**config.mk**
```make
export PLATFORM = sky130hd
export DESIGN_NAME = of_hazard_ctrl_flat
export DESIGN_NICKNAME = d
export VERILOG_FILES = /design/src/rtl/of_hazard_ctrl_pkg.sv /design/src/rtl/of_hazard_ctrl_if.sv /design/src/rtl/of_hazard_ctrl_cmp.sv /design/src/rtl/of_hazard_ctrl.sv /design/src/flat_wrapper.sv
export SDC_FILE = /design/constraint.sdc
export NUM_CORES = 1
export LEC_CHECK = 0
export BUFFER_PORTS_ARGS = -buffer_cell sky130_fd_sc_hd__clkbuf_2
export CAP_MARGIN = 40
export CORE_ASPECT_RATIO = 0.9
export CORE_UTILIZATION = 35
export DETAILED_ROUTE_END_ITERATION = 16
export HOLD_SLACK_MARGIN = 0.12
export PLACE_DENSITY = 0.64
export RECOVER_POWER = 100
export SLEW_MARGIN = 30
export SYNTH_ARGS = -nofsm -noshare
export SYNTH_HDL_FRONTEND = slang
export SYNTH_SLANG_ARGS = --single-unit
```
**constraint.sdc**
```tcl
create_clock -name clk -period 4 [get_ports clk]
set_input_delay 0.4 -clock clk [delete_from_list [all_inputs] [get_ports clk]]
set_output_delay 0.4 -clock clk [all_outputs]
set_load 0.05 [all_outputs]
```
**src/rtl/of_hazard_ctrl_pkg.sv**
```systemverilog
// Shared types for the operand-fetch interlock: opcode classes, FSM states,
// and the shadow-scoreboard slot layout.
package of_hazard_ctrl_pkg;

  localparam int         REG_W     = 4;
  localparam logic [3:0] REG_RA    = 4'd15;
  localparam int         NUM_SLOTS = 3;
  localparam int         SLOT_EX   = 0;
  localparam int         SLOT_MA   = 1;
  localparam int         SLOT_RW   = 2;

  typedef enum logic [1:0] {
    OPC_ALU    = 2'd0,
    OPC_LD     = 2'd1,
    OPC_MUL    = 2'd2,
    OPC_DIVMOD = 2'd3
  } op_class_e;

  typedef enum logic {
    ST_RUN   = 1'b0,
    ST_MULTI = 1'b1
  } state_e;

  typedef struct packed {
    logic             valid;
    logic [REG_W-1:0] dest;
    logic             wb;
    logic             ld;
  } slot_t;

  localparam slot_t SLOT_NONE = '0;

  // mul/div take priority because they decide EX occupancy.
  function automatic op_class_e op_class(input logic ld, input logic mul, input logic divmod);
    if (mul)         return OPC_MUL;
    else if (divmod) return OPC_DIVMOD;
    else if (ld)     return OPC_LD;
    else             return OPC_ALU;
  endfunction

endpackage

```
**src/rtl/of_hazard_ctrl_if.sv**
```systemverilog
// OF-stage instruction fields in, pipeline control out. The master drives the
// decoded OF instruction; the slave is the interlock controller.
interface of_hazard_ctrl_if;
  import of_hazard_ctrl_pkg::*;

  logic             of_valid;
  logic [REG_W-1:0] of_src1;
  logic [REG_W-1:0] of_src2;
  logic             of_src1_used;
  logic             of_src2_used;
  logic [REG_W-1:0] of_dest;
  logic             of_wb;
  logic             of_ld;
  logic             of_mul;
  logic             of_divmod;
  logic             ex_branch_taken;
  logic             stall_if;
  logic             stall_of;
  logic             bubble_ex;
  logic             flush;
  logic             ex_hold;
  logic [31:0]      stall_count;

  modport master (
    output of_valid, of_src1, of_src2, of_src1_used, of_src2_used, of_dest,
           of_wb, of_ld, of_mul, of_divmod, ex_branch_taken,
    input  stall_if, stall_of, bubble_ex, flush, ex_hold, stall_count
  );

  modport slave (
    input  of_valid, of_src1, of_src2, of_src1_used, of_src2_used, of_dest,
           of_wb, of_ld, of_mul, of_divmod, ex_branch_taken,
    output stall_if, stall_of, bubble_ex, flush, ex_hold, stall_count
  );

endinterface

```
**src/rtl/of_hazard_ctrl_cmp.sv**
```systemverilog
// One shadow slot compared against both OF source operands.
module of_hazard_cmp
  import of_hazard_ctrl_pkg::*;
#(
  parameter bit EN      = 1'b1,
  parameter bit LD_ONLY = 1'b0
) (
  input  slot_t            slot,
  input  logic             of_valid,
  input  logic [REG_W-1:0] src1,
  input  logic [REG_W-1:0] src2,
  input  logic             src1_used,
  input  logic             src2_used,
  output logic             match
);

  logic writer;
  logic hit1;
  logic hit2;

  // With forwarding only a load still in EX cannot be bypassed.
  assign writer = EN & of_valid & slot.valid & slot.wb & (slot.ld | ~LD_ONLY);
  assign hit1   = src1_used & (slot.dest == src1);
  assign hit2   = src2_used & (slot.dest == src2);
  assign match  = writer & (hit1 | hit2);

endmodule

```
**src/rtl/of_hazard_ctrl.sv**
```systemverilog
// RAW interlock and multi-cycle EX sequencer around the operand-fetch stage.
// Control outputs are combinational from OF inputs and registered state.
module of_hazard_ctrl
  import of_hazard_ctrl_pkg::*;
#(
  parameter int FWD     = 0,
  parameter int MUL_LAT = 3,
  parameter int DIV_LAT = 8
) (
  input  logic              clk,
  input  logic              reset,
  of_hazard_ctrl_if.slave   bus
);

  // Sized for the longer op so a MUL_LAT above DIV_LAT cannot wrap.
  localparam int MAX_LAT = (MUL_LAT > DIV_LAT) ? MUL_LAT : DIV_LAT;
  localparam int CNT_W   = $clog2(MAX_LAT + 1);
  localparam logic [CNT_W-1:0] MUL_CNT = CNT_W'(MUL_LAT - 1);
  localparam logic [CNT_W-1:0] DIV_CNT = CNT_W'(DIV_LAT - 1);

  state_e                  state_q, state_d;
  logic [CNT_W-1:0]        cnt_q, cnt_d;
  slot_t [NUM_SLOTS-1:0]   slot_q, slot_d;
  logic [31:0]             stall_count_q, stall_count_d;

  logic [NUM_SLOTS-1:0]    match;
  logic                    hazard;
  slot_t                   of_slot;
  logic                    stall_c;
  logic                    bubble_c;
  logic                    flush_c;
  logic                    hold_c;

  for (genvar i = 0; i < NUM_SLOTS; i++) begin : g_cmp
    of_hazard_cmp #(
      .EN      (FWD == 0 || i == SLOT_EX),
      .LD_ONLY (FWD != 0 && i == SLOT_EX)
    ) u_cmp (
      .slot      (slot_q[i]),
      .of_valid  (bus.of_valid),
      .src1      (bus.of_src1),
      .src2      (bus.of_src2),
      .src1_used (bus.of_src1_used),
      .src2_used (bus.of_src2_used),
      .match     (match[i])
    );
  end

  assign hazard = |match;

  always_comb begin
    of_slot       = '{valid: bus.of_valid, dest: bus.of_dest, wb: bus.of_wb, ld: bus.of_ld};
    state_d       = state_q;
    cnt_d         = cnt_q;
    slot_d        = slot_q;
    stall_c       = 1'b0;
    bubble_c      = 1'b0;
    flush_c       = 1'b0;
    hold_c        = 1'b0;
    stall_count_d = stall_count_q;

    case (state_q)
      ST_RUN: begin
        // A taken branch squashes OF, so a hazard on that instruction is moot.
        if (bus.ex_branch_taken) begin
          flush_c  = 1'b1;
          bubble_c = 1'b1;
        end else if (hazard) begin
          stall_c  = 1'b1;
          bubble_c = 1'b1;
        end
        slot_d[SLOT_EX] = bubble_c ? SLOT_NONE : of_slot;
        slot_d[SLOT_MA] = slot_q[SLOT_EX];
        slot_d[SLOT_RW] = slot_q[SLOT_MA];
        if (bus.of_valid && !bubble_c) begin
          case (op_class(bus.of_ld, bus.of_mul, bus.of_divmod))
            OPC_MUL: if (MUL_LAT > 1) begin
              cnt_d   = MUL_CNT;
              state_d = ST_MULTI;
            end
            OPC_DIVMOD: if (DIV_LAT > 1) begin
              cnt_d   = DIV_CNT;
              state_d = ST_MULTI;
            end
            default: ;
          endcase
        end
      end
      ST_MULTI: begin
        hold_c  = 1'b1;
        stall_c = 1'b1;
        cnt_d   = cnt_q - CNT_W'(1);
        // EX keeps the long op; MA sees bubbles until the final cycle.
        slot_d[SLOT_MA] = (cnt_q == CNT_W'(1)) ? slot_q[SLOT_EX] : SLOT_NONE;
        slot_d[SLOT_RW] = slot_q[SLOT_MA];
        if (cnt_q == CNT_W'(1)) state_d = ST_RUN;
      end
      default: state_d = ST_RUN;
    endcase

    if (stall_c && (stall_count_q != 32'hFFFF_FFFF))
      stall_count_d = stall_count_q + 32'd1;
  end

  always_ff @(posedge clk or posedge reset) begin
    if (reset) begin
      state_q       <= ST_RUN;
      cnt_q         <= '0;
      slot_q        <= '0;
      stall_count_q <= '0;
    end else begin
      state_q       <= state_d;
      cnt_q         <= cnt_d;
      slot_q        <= slot_d;
      stall_count_q <= stall_count_d;
    end
  end

  assign bus.stall_if    = ~reset & stall_c;
  assign bus.stall_of    = ~reset & stall_c;
  assign bus.bubble_ex   = ~reset & bubble_c;
  assign bus.flush       = ~reset & flush_c;
  assign bus.ex_hold     = ~reset & hold_c;
  assign bus.stall_count = stall_count_q;

endmodule

```
**src/flat_wrapper.sv**
```systemverilog
// flat-port wrapper written by rule: the top's interface ports become plain ports
module of_hazard_ctrl_flat import of_hazard_ctrl_pkg::*;
#(
  parameter int FWD     = 0,
  parameter int MUL_LAT = 3,
  parameter int DIV_LAT = 8
)
  (clk, reset, bus_of_valid, bus_of_src1, bus_of_src2, bus_of_src1_used, bus_of_src2_used, bus_of_dest, bus_of_wb, bus_of_ld, bus_of_mul, bus_of_divmod, bus_ex_branch_taken, bus_stall_if, bus_stall_of, bus_bubble_ex, bus_flush, bus_ex_hold, bus_stall_count);
  of_hazard_ctrl_if bus_i ();
  input  logic clk;
  input  logic reset;
  input wire logic [$bits(bus_i.of_valid)-1:0] bus_of_valid;
  input wire logic [$bits(bus_i.of_src1)-1:0] bus_of_src1;
  input wire logic [$bits(bus_i.of_src2)-1:0] bus_of_src2;
  input wire logic [$bits(bus_i.of_src1_used)-1:0] bus_of_src1_used;
  input wire logic [$bits(bus_i.of_src2_used)-1:0] bus_of_src2_used;
  input wire logic [$bits(bus_i.of_dest)-1:0] bus_of_dest;
  input wire logic [$bits(bus_i.of_wb)-1:0] bus_of_wb;
  input wire logic [$bits(bus_i.of_ld)-1:0] bus_of_ld;
  input wire logic [$bits(bus_i.of_mul)-1:0] bus_of_mul;
  input wire logic [$bits(bus_i.of_divmod)-1:0] bus_of_divmod;
  input wire logic [$bits(bus_i.ex_branch_taken)-1:0] bus_ex_branch_taken;
  output wire logic [$bits(bus_i.stall_if)-1:0] bus_stall_if;
  output wire logic [$bits(bus_i.stall_of)-1:0] bus_stall_of;
  output wire logic [$bits(bus_i.bubble_ex)-1:0] bus_bubble_ex;
  output wire logic [$bits(bus_i.flush)-1:0] bus_flush;
  output wire logic [$bits(bus_i.ex_hold)-1:0] bus_ex_hold;
  output wire logic [$bits(bus_i.stall_count)-1:0] bus_stall_count;
  assign bus_i.of_valid = bus_of_valid;
  assign bus_i.of_src1 = bus_of_src1;
  assign bus_i.of_src2 = bus_of_src2;
  assign bus_i.of_src1_used = bus_of_src1_used;
  assign bus_i.of_src2_used = bus_of_src2_used;
  assign bus_i.of_dest = bus_of_dest;
  assign bus_i.of_wb = bus_of_wb;
  assign bus_i.of_ld = bus_of_ld;
  assign bus_i.of_mul = bus_of_mul;
  assign bus_i.of_divmod = bus_of_divmod;
  assign bus_i.ex_branch_taken = bus_ex_branch_taken;
  assign bus_stall_if = bus_i.stall_if;
  assign bus_stall_of = bus_i.stall_of;
  assign bus_bubble_ex = bus_i.bubble_ex;
  assign bus_flush = bus_i.flush;
  assign bus_ex_hold = bus_i.ex_hold;
  assign bus_stall_count = bus_i.stall_count;
  of_hazard_ctrl #(.FWD(FWD), .MUL_LAT(MUL_LAT), .DIV_LAT(DIV_LAT)) u_core (.clk(clk), .reset(reset), .bus(bus_i));
endmodule
```
# ---- Word level (Yosys, flattened, before mapping)
# Index checks and enable logic that the tools add are counted.
dict set report word_totals {
  regBits 57
  inputBits 22
  output_inout_bits 37
}
dict set report classes {
  add_sub_neg 2
  eq_ne 12
  muxes 24
  n_bitwise 24
  n_reduce_logical 6
}
# op count
set op_table {}
lappend op_table {{32-bit by 1-bit adder with 32-bit output, second input constant} 1}
lappend op_table {{32-bit != test, second input constant} 1}
lappend op_table {{14-bit one-hot mux with 2 select lines} 1}
lappend op_table {{4-bit equality test} 6}
lappend op_table {{1-bit bitwise AND} 19}
lappend op_table {{4-bit one-hot mux with 2 select lines} 2}
lappend op_table {{7-bit two-way mux} 2}
lappend op_table {{1-bit two-way mux} 12}
lappend op_table {{2-bit two-way mux} 4}
lappend op_table {{2-bit equality test, second input constant} 2}
lappend op_table {{4-bit by 1-bit equality test with 1-bit output, second input constant} 1}
lappend op_table {{4-bit two-way mux} 1}
lappend op_table {{1-bit one-hot mux with 2 select lines} 2}
lappend op_table {{4-bit by 1-bit subtractor with 4-bit output, second input constant} 1}
lappend op_table {{3-bit != test, second input constant} 1}
lappend op_table {{1-bit bitwise OR} 3}
lappend op_table {{3-bit OR reduction} 1}
lappend op_table {{1-bit logical AND} 2}
lappend op_table {{2-bit by 1-bit != test with 1-bit output, second input constant} 1}
lappend op_table {{1-bit NOT} 2}
lappend op_table {{2-bit AND reduction} 1}
lappend op_table {{2-bit OR reduction} 1}
lappend op_table {{1-bit zero test} 1}

# ---- Depth between registers and ports, before layout
# Gate-level depths: netlist of run 1.
dict set report depth {
  ltp_word 17
  ltp_mapped 10
}

# ---- Cells and area by module
# From an unflattened synthesis of run 1, not the netlist that was laid out.
dict set report unflattened {
  cells_unflattened 260
  area_unflattened_um2 2821.5
}
# mod instances cells_per_inst area_per_inst_um2 seq_area_each_um2
set modules_own_cells {}
lappend modules_own_cells {of_hazard_ctrl 1 218 2513.7 1451.4}
lappend modules_own_cells {of_hazard_cmp 3 14 102.6 0.0}

# ---- Worst setup path before layout of run 1
# Ideal clock, no wire load.
dict set report synth_path {
  kind {in2out}
  from {in reset}
  to {out bus_stall_of}
  arrival_ns 2.454
  required_ns 3.600
  slack_ns 1.146
  cell_stages 3
  path_buffers 1
  path_cell_list {inv_1 > and2_1 > buf_4}
}
dict set report synth_via {
  elab_chain_cells 2
}
# item line_no
set synth_rtl {}
lappend synth_rtl {{start, declared} flat_wrapper.sv:11} ;# input logic reset;
lappend synth_rtl {{1-bit NOT} --}
lappend synth_rtl {{1-bit bitwise AND} --}
lappend synth_rtl {{end, declared} flat_wrapper.sv:24} ;# output wire logic [$bits(bus_i.stall_of)-1:0] bus_stall_of;
# Every way passes these cells.

# ---- Final worst setup path of run 1
dict set report layout_path {
  from {reg u_core.slot_q[19] (netlist bit)}
  to {out bus_stall_if}
}
dict set report layout_via {
  elab_chain_cells 9
  word_cells_on_any_way 11
  cone_classes {eq/ne: 2; mux: 3; bitwise: 5; reduce/logical: 1}
}
# item line_no
set layout_rtl {}
lappend layout_rtl {{start, declared} of_hazard_ctrl.sv:23} ;# slot_t [NUM_SLOTS-1:0] slot_q, slot_d;
lappend layout_rtl {{start signal, assigned} of_hazard_ctrl.sv:114} ;# slot_q <= slot_d;
lappend layout_rtl {{4-bit equality test, on equally long branches} {of_hazard_ctrl_cmp.sv:23, of_hazard_ctrl_cmp.sv:24}}
lappend layout_rtl {{1-bit bitwise AND, on equally long branches} {of_hazard_ctrl_cmp.sv:23, of_hazard_ctrl_cmp.sv:24}}
lappend layout_rtl {{1-bit bitwise OR (*)} of_hazard_ctrl_cmp.sv:25} ;# assign match = writer & (hit1 | hit2);
lappend layout_rtl {{1-bit bitwise AND (*)} of_hazard_ctrl_cmp.sv:25}
lappend layout_rtl {{3-bit OR reduction (*)} of_hazard_ctrl.sv:49} ;# assign hazard = |match;
lappend layout_rtl {{1-bit two-way mux (*)} of_hazard_ctrl.sv:68} ;# end else if (hazard) begin
lappend layout_rtl {{1-bit two-way mux (*)} of_hazard_ctrl.sv:65} ;# if (bus.ex_branch_taken) begin
lappend layout_rtl {{1-bit one-hot mux with 2 select lines (*)} of_hazard_ctrl.sv:62} ;# case (state_q)
lappend layout_rtl {{1-bit bitwise AND (*)} of_hazard_ctrl.sv:119} ;# assign bus.stall_if = ~reset & stall_c;
lappend layout_rtl {{end, declared} flat_wrapper.sv:23} ;# output wire logic [$bits(bus_i.stall_if)-1:0] bus_stall_if;
# Every way passes the cells marked *; elsewhere a longest branch is shown, timed or not.

==> results of run 1 <==
layout by cell type, fill, tap and decap left out, types with 3 or more instances in the layout:
master	count
sky130_fd_sc_hd__nand3_1	5
sky130_fd_sc_hd__clkbuf_2	22
sky130_fd_sc_hd__nor2_1	12
sky130_fd_sc_hd__ha_1	3
sky130_fd_sc_hd__and2_0	5
sky130_fd_sc_hd__nor3_1	7
sky130_fd_sc_hd__and3_1	19
sky130_fd_sc_hd__nand4_1	17
sky130_fd_sc_hd__clkbuf_1	39
sky130_fd_sc_hd__and2_1	6
sky130_fd_sc_hd__xnor2_1	48
sky130_fd_sc_hd__xor2_1	7
sky130_fd_sc_hd__clkbuf_8	5
sky130_fd_sc_hd__a22o_1	5
sky130_fd_sc_hd__nand3_2	11
sky130_fd_sc_hd__mux2_1	3
sky130_fd_sc_hd__inv_1	7
sky130_fd_sc_hd__nand2_1	19
sky130_fd_sc_hd__dfrtp_1	55
sky130_fd_sc_hd__nand4_2	7
worst max-delay path by stage:
stage	from	to	slack, ns	depth (start not counted)
detailed placement	bus_of_src1[3]	bus_stall_if	1.29	9
CTS	u_core.slot_q[19]	bus_stall_if	1.07	8
finish	u_core.slot_q[19]	bus_stall_if	0.68	8
floorplan	reset	bus_stall_of	1.15	3
global route	u_core.slot_q[19]	bus_stall_if	0.45	8
global placement	bus_of_src1[3]	bus_stall_of	1.37	9
per-stage QoR:
| stage | instance area [µm²] | hold slack [ns] | worst slack, ns | utilization [%] | total power, W |
|---|---|---|---|---|---|
| 2_1_floorplan | 2920 | 0.354 | 1.15 | - | 0.00138 |
| 3_3_place_gp | 3290 | 0.339 | 1.37 | 40.7 | 0.00154 |
| 3_5_place_dp | 3290 | 0.346 | 1.29 | 40.7 | 0.00155 |
| 4_1_cts | 3430 | 0.287 | 1.07 | 42.5 | 0.00199 |
| 5_1_grt | 3370 | 0.298 | 0.451 | 41.8 | 0.00208 |
| 6_report | 3370 | 0.296 | 0.681 | 41.8 | 0.00195 |
kinds of logic (layout without fill, tap and decap cells):
group / Yosys count / in the layout / share of synthesized area, %
buffers and inverters: 19 / 77 / 3.30
multiplexers: 3 / 3 / 1.16
AO/OA/AOI/OAI: 19 / 19 / 5.19
adder cells (fa/ha/maj): 3 / 3 / 1.29
flip-flops: 55 / 55 / 47.2
AND/OR/NAND/NOR: 117 / 117 / 25.4
XOR/XNOR: 55 / 55 / 16.5
layout make-up:
| cell class | instances | area [µm²] |
|---|---|---|
| clock buffers | 6 | 72.6 |
| clock inverters | 2 | 60.1 |
| fillers | 810 | 4690 |
| inverters | 7 | 26.3 |
| multi-input cells | 197 | 1450 |
| flip-flops and latches | 55 | 1380 |
| well taps | 99 | 124 |
| repair buffers | 62 | 270 |
synthesized netlist by cell type (all sizes together) (5+ instances only):
master	count
and3	19
nand3	16
buf	8
nor2	12
dfrtp	55
nor3	7
nand2	19
xor2	7
inv	7
a22o	5
xnor2	48
and2	11
nand4	24
routing by layer:
| layer | vias to the layer above | routed length [µm] | global-route usage, % |
|---|---|---|---|
| met2 | 60 | 2760 | 23.4 |
| met1 | 1047 | 3000 | 22.4 |
| li1 | 1063 | - | - |
| met4 | 0 | 66 | 5.83 |
| met5 | - | 0 | 0 |
| met3 | 7 | 337 | 2.92 |
power by group through the flow:
stage / Clock, W / Combinational [W] / Sequential, W
2_1_floorplan: 0 / 0.000464 / 0.000916
3_3_place_gp: 0 / 0.000691 / 0.000845
3_5_place_dp: 0 / 0.000699 / 0.000851
4_1_cts: 0.000449 / 0.000703 / 0.000839
5_1_grt: 0.000475 / 0.000747 / 0.000861
6_report: 0.000435 / 0.000674 / 0.000837
timing repair:
action,in CTS,in global routing
gates resized for setup,0,0
hold buffers,1,0
endpoints found under the hold margin,7,0
critical path: cells and delay by family (launching register included):
| kind | cells | cell delay, ns |
|---|---|---|
| xor+xnor | 1 | 0.16 |
| buf+inv | 2 | 0.89 |
| compound gates | 2 | 0.41 |
| simple gates | 3 | 0.74 |
| flops | 1 | 0.41 |
registers in the layout, summed over array words and instances, names as in the netlist:
name	flops
u_core.bus.stall_count	32
u_core.state_q	1
u_core.slot_q	18
u_core.cnt_q	4
==> results.tsv, run 1 <==
metric	value	unit
combinational share of power	34.6	%
Worst Setup End Kind	output pin	
CTS Root Cell	sky130_fd_sc_hd__clkbuf_8	
number of pins exceeding their max-slew limit in the final report	0	
setup repair after global routing missed its margin	false	
Num Clock Sinks	55	
internal power contribution	0.00118	W
synthesized netlist net count	296	
max cap viols	0	
Tightest Pin Transition	1.17	ns
highest net fanout along the worst path	16	
Post-CTS Setup Bufs	0	
category of the worst setup path launch point	flop	
Diodes inserted	0	
total number of nets in the final design	353	
ordered list of cells on the worst path	xor2_1 > nor4_1 > nand3_1 > o31a_1 > a32oi_2 > clkbuf_1 > and2_1 > clkbuf_2	
total vias in the final route	2177	
Switching Share	39.3	%
maximum ir drop on the vdd rail	0.000488	V
kind of critical path	reg -> out	
fraction of registers with async set/reset	100	%
post-route clock period utilization	83.0	%
Final ANT Viol Nets	0	
fraction of synthesized cell area taken by the top area cell type	47.2	%
post-layout instance count excluding filler cells	428	
RD Place Congestion	0.835	
number of synthesized flops with an enable pin	0	
largest area contributor in the netlist	sky130_fd_sc_hd__dfrtp_1	
Inserted Clock Buffers	5	
overall overflow remaining after global route	0	
DRC violations left	4	
number of global-route vias before repair	2094	
required time at the worst-slack endpoint	3.60	ns
worst-case hold path end point	u_core.slot_q[3]	
vertical extent of the die	88.6	µm
worst-path cell with the longest stage delay	sky130_fd_sc_hd__clkbuf_1	
wire length of the first global-routing pass	10500	µm
Fin Setup TNS	0	ns
Worst Reg2Reg Path Length in Cells	8	
hold path start	bus_of_dest[1]	
full die area	8710	µm²
Initial Utilization	36.2	%
clock network fraction of total power	22.4	%
launch instance of the worst register-to-register path	u_core.bus.stall_count[0]	
via density per instance	5.09	
f_max	0.301	GHz
hold crit path type	in -> reg	
worst flop-to-flop path endpoint	u_core.bus.stall_count[18]	
dominant synthesized flop cell	sky130_fd_sc_hd__dfrtp_1	
Final Hold Fails	0	
Cells on Worst Hold Path	2	
Worst slew margin	21.9	%
DR pass1 iterations	10	
status	finished, violations left	
final routed wire length divided by cell count	14.4	µm
CP arrival	2.92	ns
largest net degree at the start of global routing	49	
detailed placement HPWL	4620	µm
Cells after DPL	419	
share of the yosys chip area belonging to registers	47.2	%
number of standard-cell rows in the floorplan	31	
Distinct cells, synth	37	
Avg Inst Size Synth	10.8	µm²
Max Root-Sink Buffers	2	
combined global-route utilization of all metal layers	15.5	%
area delta synth->final	15.7	%
number of buffer cells added on primary ports	57	
width of the die	98.2	µm
slack of the worst reg-to-reg path	1.02	ns
top area cells in the synthesized netlist	sky130_fd_sc_hd__dfrtp_1, sky130_fd_sc_hd__xnor2_1, sky130_fd_sc_hd__and3_1	
fraction of final layout cells with drive strength greater than 1	15.5	%
net switching component of the power	0.000764	W
areal power density over the cells	577	nW/µm²
total I/O pin count	59	
core area	8070	µm²
DRT Wirelength	6170	µm
warning count from the yosys run	0	
sequential cell fraction of total power	43.0	%
first-iteration detailed-routing DRC count	60	
clock latency of the later-clocked register in the worst-skew pair	0.31	ns
area of the mapped netlist	2920	µm²
CTS H-tree depth	2	
flip-flop and latch count after synthesis	55	
Leak Pwr	1.42	nW
synthesized netlist cell count	271	
CTS tree	built	
failing checks	DRC	
antenna violations before repair	0	
slowest stage delay, CP	0.61	ns
maximum clock skew at final layout	0.00972	ns
Clk pin slew, worst setup/hold paths	0.10	ns
total of endpoints with negative setup slack in the final report	0	
post-route minimum period	3.32	ns
Note: power is estimated with default switching activity, not from simulation.
==> run 2, diff against run 1 <==
--- a/config.mk
+++ b/config.mk
@@ -5,13 +5,14 @@
 export SDC_FILE = /design/constraint.sdc
 export NUM_CORES = 1
 export LEC_CHECK = 0
+export ABC_AREA = 1
 export BUFFER_PORTS_ARGS = -buffer_cell sky130_fd_sc_hd__clkbuf_2
 export CAP_MARGIN = 40
 export CORE_ASPECT_RATIO = 0.9
 export CORE_UTILIZATION = 35
 export DETAILED_ROUTE_END_ITERATION = 16
 export HOLD_SLACK_MARGIN = 0.12
-export PLACE_DENSITY = 0.64
+export PLACE_DENSITY = 0.65
 export RECOVER_POWER = 100
 export SLEW_MARGIN = 30
 export SYNTH_ARGS = -nofsm -noshare
==> constraint.sdc (replaced) <==
create_clock -name clk -period 3 [get_ports clk]
set_input_delay 0.3 -clock clk [delete_from_list [all_inputs] [get_ports clk]]
set_output_delay 0.3 -clock clk [all_outputs]
set_load 0.05 [all_outputs]
==> run 2 against run 1 <==
Net effect: the run now ends clean; synthesized cell count rose by 77%; core utilization fell by 0.23 points; clock skew fell by 0.0011 ns; register-to-register slack got worse by 0.53 ns; die area rose by 18%; critical path depth rose by 1; sequential power rose by 28%; non-clock buffer count fell by 1; combinational power rose by 50%; cell count rose by 55%; critical path type is now reg -> reg.
==> results.tsv, run 2 <==
metric	value	unit
status	complete, no violations	
CTS Root Cell	sky130_fd_sc_hd__clkbuf_8	
Setup WS post-layout	0.491	ns
DR pass1 iterations	4	
most common library cell in the layout ignoring fill and taps	sky130_fd_sc_hd__nand2_1	
largest area contributor in the netlist	sky130_fd_sc_hd__dfrtp_1	
Post-CTS Setup Bufs	0	
post-route minimum period	2.51	ns
maximum ir drop on the vdd rail	0.000370	V
Worst Setup End Kind	flop	
detailed placement HPWL	6550	µm
fraction of registers with async set/reset	100	%
area of the mapped netlist	3440	µm²
width of the die	107	µm
Cells after DPL	654	
pre-CTS setup slack	0.844	ns
sequential cell fraction of total power	42.3	%
antenna violations before repair	0	
number of buffers inserted for hold repair after clock tree synthesis	0	
Num Clock Sinks	55	
Fin Setup TNS	0	ns
number of standard-cell rows in the floorplan	33	
CTS tree	built	
cell with the most instances after synthesis	sky130_fd_sc_hd__nand2_1	
Switching Share	45.0	%
total power consumption of the routed design	0.00252	W
Diodes inserted	0	
dominant synthesized flop cell	sky130_fd_sc_hd__dfrtp_1	
flip-flop and latch count after synthesis	55	
RD Place Congestion	0.853	
Leak Pwr	1.96	nW
Max Root-Sink Buffers	2	
synthesized netlist cell count	481	
CP arrival	2.69	ns
most instantiated cells after synthesis	sky130_fd_sc_hd__nand2_1, sky130_fd_sc_hd__dfrtp_1, sky130_fd_sc_hd__nand3_1	
Resize count post-CTS	0	
total number of nets in the final design	564	
fraction of synthesized cell area taken by the top area cell type	40.0	%
CTS H-tree depth	2	
required time at the worst-slack endpoint	3.18	ns
max cap viols	0	
clock latency of the later-clocked register in the worst-skew pair	0.31	ns
slack of the worst reg-to-reg path	0.49	ns
combinational share of power	40.0	%
Avg Inst Size Synth	7.16	µm²
Final ANT Viol Nets	0	
number of synthesized flops with an enable pin	0	
final instance area	3880	µm²
areal power density over the cells	648	nW/µm²
largest net degree at the start of global routing	56	
Worst slew margin	7.67	%
warning count from the yosys run	0	
full die area	10200	µm²
ordered list of cells on the worst path	ha_1 > nand3_1 > inv_1 > nand2_1 > nor3_2 > and3b_1 > nand4_4 > nand2_2 > o21ai_0	
buffers and inverters on the worst path	1	
slowest stage delay, CP	0.50	ns
post-layout instance count excluding filler cells	662	
max FFs per register	32	
maximum clock skew at final layout	0.00864	ns
combined global-route utilization of all metal layers	17.8	%
Tightest Pin Transition	1.38	ns
standard cell area after detailed placement	3840	µm²
total vias in the final route	3221	
cell family contributing the most delay on the critical path	simple AND/OR/NAND/NOR gates	
net switching component of the power	0.00113	W
vertical extent of the die	96.1	µm
DRT Wirelength	8660	µm
DRC violations left	0	
fraction of final layout cells with drive strength greater than 1	6.85	%
final routed wire length divided by cell count	13.1	µm
core area	9330	µm²
Distinct cells, synth	31	
via density per instance	4.87	
overall overflow remaining after global route	0	
top area cells in the synthesized netlist	sky130_fd_sc_hd__dfrtp_1, sky130_fd_sc_hd__nand2_1, sky130_fd_sc_hd__nand3_1	
category of the worst setup path launch point	flop	
highest net fanout along the worst path	37	
total of endpoints with negative setup slack in the final report	0	
internal power contribution	0.00138	W
number of buffer cells added on primary ports	57	
share of the yosys chip area belonging to registers	40.0	%
f_max	0.399	GHz
Final Hold Fails	0	
worst-path cell with the longest stage delay	sky130_fd_sc_hd__nand2_2	
kind of critical path	reg -> reg	
Inserted Clock Buffers	5	
first-iteration detailed-routing DRC count	204	
total I/O pin count	59	
post-route clock period utilization	83.6	%
area delta synth->final	12.7	%
number of global-route vias before repair	2957	
hold crit path type	in -> reg	
clock network fraction of total power	17.7	%
wire length of the first global-routing pass	14400	µm
synthesized netlist net count	506	
Initial Utilization	36.9	%
number of pins exceeding their max-slew limit in the final report	0	
setup repair after global routing missed its margin	false	
most frequent cells in the layout	sky130_fd_sc_hd__nand2_1, sky130_fd_sc_hd__nand3_1, sky130_fd_sc_hd__dfrtp_1	
Clk pin slew, worst setup/hold paths	0.10	ns
==> run 2: through the flow <==
stage	hold WS (ns)	util (%)
finish	0.234	41.6
global route	0.221	41.6
CTS	0.225	42.3
detailed placement	0.359	41.2
global placement	0.356	41.2
floorplan	0.354	-
==> run 2: layout make-up <==
cell class,instances,area (µm²)
sequential,55,1380
inverter,51,191
tap,122,153
fill,1013,5450
timing repair buffer,61,265
clock buffer,6,82.6
multi-input combinational,365,1800
clock inverter,2,16.3
==> run 2: power groups by stage <==
stage               logic, W  registers (W)  clock network [W]
finish               0.00101        0.00107           0.000445
global route         0.00113        0.00109           0.000497
CTS                  0.00103        0.00107           0.000466
detailed placement   0.00103        0.00109                  0
global placement     0.00102        0.00107                  0
floorplan           0.000720        0.00117                  0
==> run 2: worst paths after layout <==
path	start	to	cells after the start
max	u_core.bus.stall_count[1]	u_core.bus.stall_count[5]	9
max in group asynchronous	reset	u_core.bus.stall_count[16]	3
min	bus_of_wb	u_core.slot_q[1]	3
min reg2reg	u_core.slot_q[8]	u_core.slot_q[15]	0
max reg2reg	u_core.bus.stall_count[1]	u_core.bus.stall_count[5]	9
min in group asynchronous	reset	u_core.slot_q[1]	3
==> run 2: per-layer routing <==
| layer | part of all wire (%) | GRT usage, % |
|---|---|---|
| met1 | 48 | 24.6 |
| met2 | 46 | 30.3 |
| met3 | 4.6 | 2.51 |
| met4 | 0.70 | 3.08 |
| met5 | 0 | 0 |
==> run 2: logic make-up after synthesis <==
family	Yosys count	share of synthesized area (%)
xor+xnor	38	9.66
flops	55	40.0
buf+inv	61	7.52
simple gates	306	38.9
fa+ha+maj	3	1.09
compound gates	18	2.83
==> run 2: worst reg2reg max path, delay by kind of cell (launching register included) <==
kind,cells,cell delay [ns]
AOI/OAI and AO/OA,1,0.17
adders and majority gates,1,0.25
and+or+nand+nor,6,1.35
buffers and inverters,1,0.15
DFF,1,0.46
